--- src/rtl/jtag_scan_master.sv ---
// jtag_scan_master: host-side JTAG driver. Walks the target TAP from
// Run-Test/Idle through Capture/Shift/Update of the IR or DR path and back,
// shifting request data out on TDI (MSB first) and collecting TDO.
// One TCK period is two i_tclk cycles: a low cycle, then a high cycle.

module jtag_scan_master #(
  parameter int REG_W = 8,
  parameter int LEN_W = $clog2(REG_W + 1)
) (
  input  logic             i_tclk,
  input  logic             i_trst_n,
  input  logic             i_start,
  input  logic             i_isIr,
  input  logic [LEN_W-1:0] i_len,
  input  logic [REG_W-1:0] i_data,
  output logic             o_busy,
  output logic             o_done,
  output logic [REG_W-1:0] o_data,
  output logic             o_tck,
  output logic             o_tms,
  output logic             o_tdi,
  input  logic             i_tdo
);

  // The slot counter must reach both the last INIT slot (5) and len-1.
  localparam int CNT_W = (LEN_W > 3) ? LEN_W : 3;

  typedef enum logic [2:0] {
    ST_INIT,
    ST_IDLE,
    ST_HDR,
    ST_SHIFT,
    ST_EXIT,
    ST_UPD
  } state_e;

  state_e             state_q, state_d;
  logic               phase_q, phase_d;   // 0: TCK low cycle, 1: TCK high cycle
  logic [CNT_W-1:0]   cnt_q,   cnt_d;     // slot index inside the current state
  logic               is_ir_q, is_ir_d;
  logic [LEN_W-1:0]   len_q,   len_d;
  logic [REG_W-1:0]   sh_q,    sh_d;      // outgoing bits, left-aligned
  logic [REG_W-1:0]   rx_q,    rx_d;      // incoming TDO bits
  logic [REG_W-1:0]   data_q,  data_d;    // response held until next done
  logic               done_q,  done_d;

  logic [LEN_W-1:0]   len_clamp;
  logic [LEN_W-1:0]   align_sh;
  logic [REG_W-1:0]   len_mask;
  logic [CNT_W-1:0]   hdr_last;
  logic [CNT_W-1:0]   shift_last;

  // Clamp the requested length into 1..REG_W and derive alignment/mask terms.
  // NOTE: every combinational output is given a default first so that no
  // path through the block leaves it unassigned, which would infer a latch.
  always_comb begin
    len_clamp = i_len;
    if (i_len == '0) begin
      len_clamp = LEN_W'(1);
    end else if (i_len > LEN_W'(REG_W)) begin
      len_clamp = LEN_W'(REG_W);
    end
    align_sh = LEN_W'(REG_W) - len_clamp;
    len_mask = '0;
    for (int i = 0; i < REG_W; i++) begin
      len_mask[i] = (LEN_W'(i) < len_q);
    end
  end

  assign hdr_last   = is_ir_q ? CNT_W'(3) : CNT_W'(2);
  assign shift_last = CNT_W'(len_q - LEN_W'(1));

  // TCK/TMS/TDI decode from the current state and slot.
  // In IDLE the accept cycle doubles as the low cycle of the first header
  // slot, so TMS follows i_start there (first header TMS is 1 for IR and DR).
  always_comb begin
    o_tms = 1'b0;
    case (state_q)
      ST_INIT:  o_tms = (cnt_q != CNT_W'(5));
      ST_IDLE:  o_tms = i_start;
      ST_HDR:   o_tms = (cnt_q == '0) || (is_ir_q && (cnt_q == CNT_W'(1)));
      ST_SHIFT: o_tms = (cnt_q == shift_last);
      ST_EXIT:  o_tms = 1'b1;
      ST_UPD:   o_tms = 1'b0;
      default:  o_tms = 1'b0;
    endcase
  end

  assign o_tck  = phase_q;
  assign o_tdi  = (state_q == ST_SHIFT) & sh_q[REG_W-1];
  assign o_busy = (state_q != ST_IDLE);
  assign o_done = done_q;
  assign o_data = data_q;

  // Next-state logic: low cycles sample TDO, high cycles advance the slot.
  always_comb begin
    state_d = state_q;
    phase_d = phase_q;
    cnt_d   = cnt_q;
    is_ir_d = is_ir_q;
    len_d   = len_q;
    sh_d    = sh_q;
    rx_d    = rx_q;
    data_d  = data_q;
    done_d  = 1'b0;

    if (state_q == ST_IDLE) begin
      if (i_start) begin
        state_d = ST_HDR;
        phase_d = 1'b1;
        cnt_d   = '0;
        is_ir_d = i_isIr;
        len_d   = len_clamp;
        sh_d    = i_data << align_sh;
        rx_d    = '0;
      end
    end else if (!phase_q) begin
      // TDO is taken just before the target sees the rising TCK edge.
      phase_d = 1'b1;
      if (state_q == ST_SHIFT) begin
        rx_d = {rx_q[REG_W-2:0], i_tdo};
      end
    end else begin
      phase_d = 1'b0;
      cnt_d   = cnt_q + CNT_W'(1);
      case (state_q)
        ST_INIT: begin
          if (cnt_q == CNT_W'(5)) begin
            state_d = ST_IDLE;
            cnt_d   = '0;
          end
        end
        ST_HDR: begin
          if (cnt_q == hdr_last) begin
            state_d = ST_SHIFT;
            cnt_d   = '0;
          end
        end
        ST_SHIFT: begin
          sh_d = sh_q << 1;
          if (cnt_q == shift_last) begin
            state_d = ST_EXIT;
            cnt_d   = '0;
          end
        end
        ST_EXIT: begin
          state_d = ST_UPD;
          cnt_d   = '0;
        end
        ST_UPD: begin
          state_d = ST_IDLE;
          cnt_d   = '0;
          done_d  = 1'b1;
          data_d  = rx_q & len_mask;
        end
        default: begin
          state_d = ST_INIT;
          cnt_d   = '0;
        end
      endcase
    end
  end

  // State register; reset restarts the INIT sequence and clears the response.
  // NOTE: sequential state uses non-blocking assignments so every flop
  // samples the pre-edge value of every other flop.
  always_ff @(posedge i_tclk or negedge i_trst_n) begin
    if (!i_trst_n) begin
      state_q <= ST_INIT;
      phase_q <= 1'b0;
      cnt_q   <= '0;
      is_ir_q <= 1'b0;
      len_q   <= LEN_W'(1);
      sh_q    <= '0;
      rx_q    <= '0;
      data_q  <= '0;
      done_q  <= 1'b0;
    end else begin
      state_q <= state_d;
      phase_q <= phase_d;
      cnt_q   <= cnt_d;
      is_ir_q <= is_ir_d;
      len_q   <= len_d;
      sh_q    <= sh_d;
      rx_q    <= rx_d;
      data_q  <= data_d;
      done_q  <= done_d;
    end
  end

endmodule

--- config.mk ---
export PLATFORM = sky130hd
export DESIGN_NAME = jtag_scan_master
export DESIGN_NICKNAME = d
export VERILOG_FILES = /design/src/rtl/jtag_scan_master.sv
export SDC_FILE = /design/constraint.sdc
export NUM_CORES = 1
export LEC_CHECK = 0
export BUFFER_PORTS_ARGS = -buffer_cell sky130_fd_sc_hd__buf_2
export CAP_MARGIN = 40
export CORE_MARGIN = 8
export CORE_UTILIZATION = 55
export DETAILED_ROUTE_END_ITERATION = 6
export HOLD_SLACK_MARGIN = 0.15
export PLACE_DENSITY = 0.82
export SYNTH_ARGS = -nofsm -noshare
export SYNTH_HDL_FRONTEND = slang
export SYNTH_SLANG_ARGS = --single-unit
--- constraint.sdc ---
create_clock -name i_tclk -period 3 [get_ports i_tclk]
set_clock_uncertainty 0.1 [all_clocks]
set_input_delay 0.15 -clock i_tclk [delete_from_list [all_inputs] [get_ports i_tclk]]
set_output_delay 0.15 -clock i_tclk [all_outputs]
set_load 0.005 [all_outputs]
==> summary.txt <==
Hold path
  – Hold Path End: sh_q[1]
  – Min-delay src: i_data[1]
  – Hold depth: 3
  – Hold crit path type: input pin to register

Final layout
  – NumNets Final: between 300 and 400
  – Footprint of the multi-input gates: roughly 1200 um^2
  – Fin area: 2680 um^2
  – Layout cell share with drive strength beyond 1: 0.212
  – Fillers: around 330
  – Finished Core Util: 0.669
  – Area grow syn2layout: 17.2%
  – Diode count: 0
  – Final std cells w/o fill: 333
  – FF+latch area: 952 um^2

Floorplanning
  – DIE WIDTH: 80.5 um
  – Die area: ~6500 um^2
  – Starting Density: 0.571
  – Chip height: 80.5 um
  – Core area: 4000 um^2
  – Rows: 23
  – I/O Pins: 30

Routing
  – First-pass detailed-route iteration total: 4
  – DRC violations left: 0
  – Starting DRC count in detailed routing: 62
  – Total number of vias: 1873
  – DRT antenna net count: 0
  – Routed vias/inst: approximately 5.6
  – Drt total wl: 4.95 mm
  – DR WL/cell: 14.9 um

Yosys
  – Syn Std Cell Area: 2280 um^2
  – Number of synthesized flops with an enable pin: 0
  – Synthesis-stage register bit count: 38
  – Distinct cells, synth: 54
  – Sequential area share after synthesis: 0.417
  – Mapped Cells: about 250
  – Async SR Flop Fraction: 1.00
  – Syn_nets: between 200 and 300
  – Synth Area per Inst: 9.29 um^2
  – YS warnings: 0
  – Most used DFF post-synth: dfrtp_1

Clock network
  – Postcts setup bufs: 0
  – Clk slew on worst S/H paths: 0.07 ns
  – Hold buffer count at CTS: 8
  – CTS tree: built
  – Clock Latency Late Sink: around 0.29 ns
  – Clock tree buffer depth: 2
  – Post-CTS sizing: 0
  – Htree depth: 2
  – Clk sinks: 38
  – CTS Buf Count: 5
  – Root buffer cell: clkbuf_8

GRT
  – Total gr overflow: 0
  – Largest net degree at the start of global routing: 39
  – First-pass GRT wire length: 8.45 mm
  – Initial antenna violation count: 0
  – Vias in the first global route: 1791
  – All-layer global routing usage: 0.164

STA
  – F_max: 0.402 GHz
  – Slew HR: 0.427
  – Min Clock Period, post-route: 2.49 ns
  – RSZ-0062 raised after global routing: no
  – Final period util: 0.830
  – Final Hold Viols: 0
  – Setup tns final: 0 ns
  – Pins Over Slew Limit: 0
  – Worst slew pin tran: 0.859 ns
  – Final worst slack: 0.511 ns
  – # setup viols final: 0

Power
  – Leakage Power: around 1.2 nW
  – Pwr dens: 928 nW/um^2
  – Maximum vdd drop: 0.520 mV

Setup path
  – Worst endpoint data arrival time: 2.56 ns
  – Reg-to-Reg End: state_q[0]
  – Startpoint Class: input pin
  – CP bufs+invs: 5
  – Flop2flop setup slack: ~0.70 ns
  – Critical setup path kind: input pin to register
  – Crit end category: register
  – RR Startpoint: state_q[1]
  – Cell Chain, Critical Path: dlygate4sd3_1, buf_2, o21ba_2, nor2_2, buf_4, inv_1, ha_1, xnor2_1, buf_4, mux4_2, o21ai_0, o21ai_0
  – Crit path max-delay family: buffers and inverters
  – WP data required: between 3 and 4 ns
  – Worst r2r path cells: 5
  – Critical-path top delay cell: dlygate4sd3_1
  – Crit-path max cell delay: 0.54 ns
  – Worst-path maximum fanout: 7

Outcome
  – Status: completed

Placed design
  – Port Buffers: 29
  – Cells after DPL: 317
  – GPL Wtd Cong: 0.845
  – Placed inst area: approximately 2500 um^2
  – Worst Setup Slack post-DPL: a little over 0.7 ns
  – Post-DP HPWL: 3.58 mm

Run
  – Max-cap violations: 0
layout by cell type, fill, tap and decap left out, types with 3 or more instances in the layout:
master,instances
nand2_1,52
dfrtp_1,37
o21ai_0,32
buf_2,29
a21oi_1,11
nor2_1,10
inv_1,8
ha_1,8
dlygate4sd3_1,8
clkbuf_8,6
nand2b_1,5
nor2b_1,5
xnor2_1,5
buf_4,5
nand3_1,4
a22o_1,4
o211ai_1,3
xor2_1,3
mux2i_1,3
mux4_2,3
a31oi_1,3
how the worst max path moves through the flow:
| stage | from | cells past startpoint | slack (ns) | to |
|---|---|---|---|---|
| after floorplan | i_len[1] | 8 | 0.73 | sh_q[7] |
| after global placement | state_q[1] | 5 | 0.75 | state_q[0] |
| after detailed placement | len_q[0] | 7 | 0.72 | state_q[0] |
| after CTS | i_len[2] | 12 | 0.50 | sh_q[6] |
| after global routing | i_len[2] | 11 | 0.34 | sh_q[6] |
| final | i_len[2] | 12 | 0.51 | sh_q[6] |
stage by stage:
| step | hold WS, ns | power (mW) |
|---|---|---|
| 2_1_floorplan | -0.246 | 1.69 |
| 3_3_place_gp | 0.189 | 1.90 |
| 3_5_place_dp | 0.196 | 1.94 |
| 4_1_cts | 0.168 | 2.49 |
| 5_1_grt | 0.207 | 2.69 |
| 6_report | 0.171 | 2.48 |
layer usage:
| metal | GRT usage | wire length (um) |
|---|---|---|
| met1 | 0.215 | 2220 |
| met2 | 0.257 | 2350 |
| met3 | 0.0391 | 302 |
| met4 | 0.0582 | 83 |
| met5 | 0 | 0 |
cells by family (layout without fill, tap and decap cells):
kind of cell	after synthesis	count (layout)	share of synthesized area
adder cells (fa/ha/maj)	8	8	0.0438
AO/OA/AOI/OAI	70	70	0.195
flip-flops	38	38	0.417
multiplexers	9	9	0.0591
XOR/XNOR	9	9	0.0411
AND/OR/NAND/NOR	91	91	0.198
buffers and inverters	21	58	0.0460
flip-flops by register name, indices dropped and copies added, names as in the netlist:
signal / cells
state_q: 3
sh_q: 8
cnt_q: 4
o_done: 1
o_data: 8
o_tck: 1
is_ir_q: 1
rx_q: 8
len_q: 4
final cells by class:
cell class                      instances  area share
Multi-Input combinational cell        187       0.458
Sequential cell                        38       0.356
Timing Repair Buffer                   42      0.0981
Clock buffer                            6      0.0308
Tap cell                               50      0.0234
Clock inverter                          2      0.0224
Inverter                                8      0.0112
tightest hold or removal path: cells and delay by family:
kind	cells	cell delay [ns]
AOI/OAI and AO/OA	1	0.08
buffers and inverters	1	0.12
muxes	1	0.16
power breakdown:
group	switching, mW	internal [mW]
sequential	0.222	0.693
combinational	0.537	0.496
clock	0.181	0.355
synth_stat cells (2+ instances only):
cell type | n | area, um^2
o21ai_0 | 32 | 160
nor2b_1 | 5 | 31.3
nand3_1 | 4 | 20.0
xnor2_1 | 5 | 43.8
nor2_1 | 10 | 37.5
mux2_2 | 2 | 22.5
mux2i_1 | 3 | 30.0
o41ai_1 | 2 | 17.5
xor2_1 | 3 | 26.3
inv_1 | 8 | 30.0
nor3b_1 | 2 | 15.0
dfrtp_1 | 37 | 926
mux4_2 | 3 | 67.6
a31oi_1 | 3 | 18.8
a22o_1 | 4 | 35.0
nand2b_1 | 5 | 31.3
buf_4 | 2 | 15.0
clkbuf_1 | 5 | 18.8
nor4_1 | 2 | 12.5
nor3_2 | 2 | 20.0
nand2_1 | 52 | 195
buf_6 | 2 | 22.5
a21oi_1 | 11 | 55.1
o211ai_1 | 3 | 22.5
buf_2 | 3 | 15.0
ha_1 | 8 | 100
No activity file was read; power rests on OpenSTA's default activity.
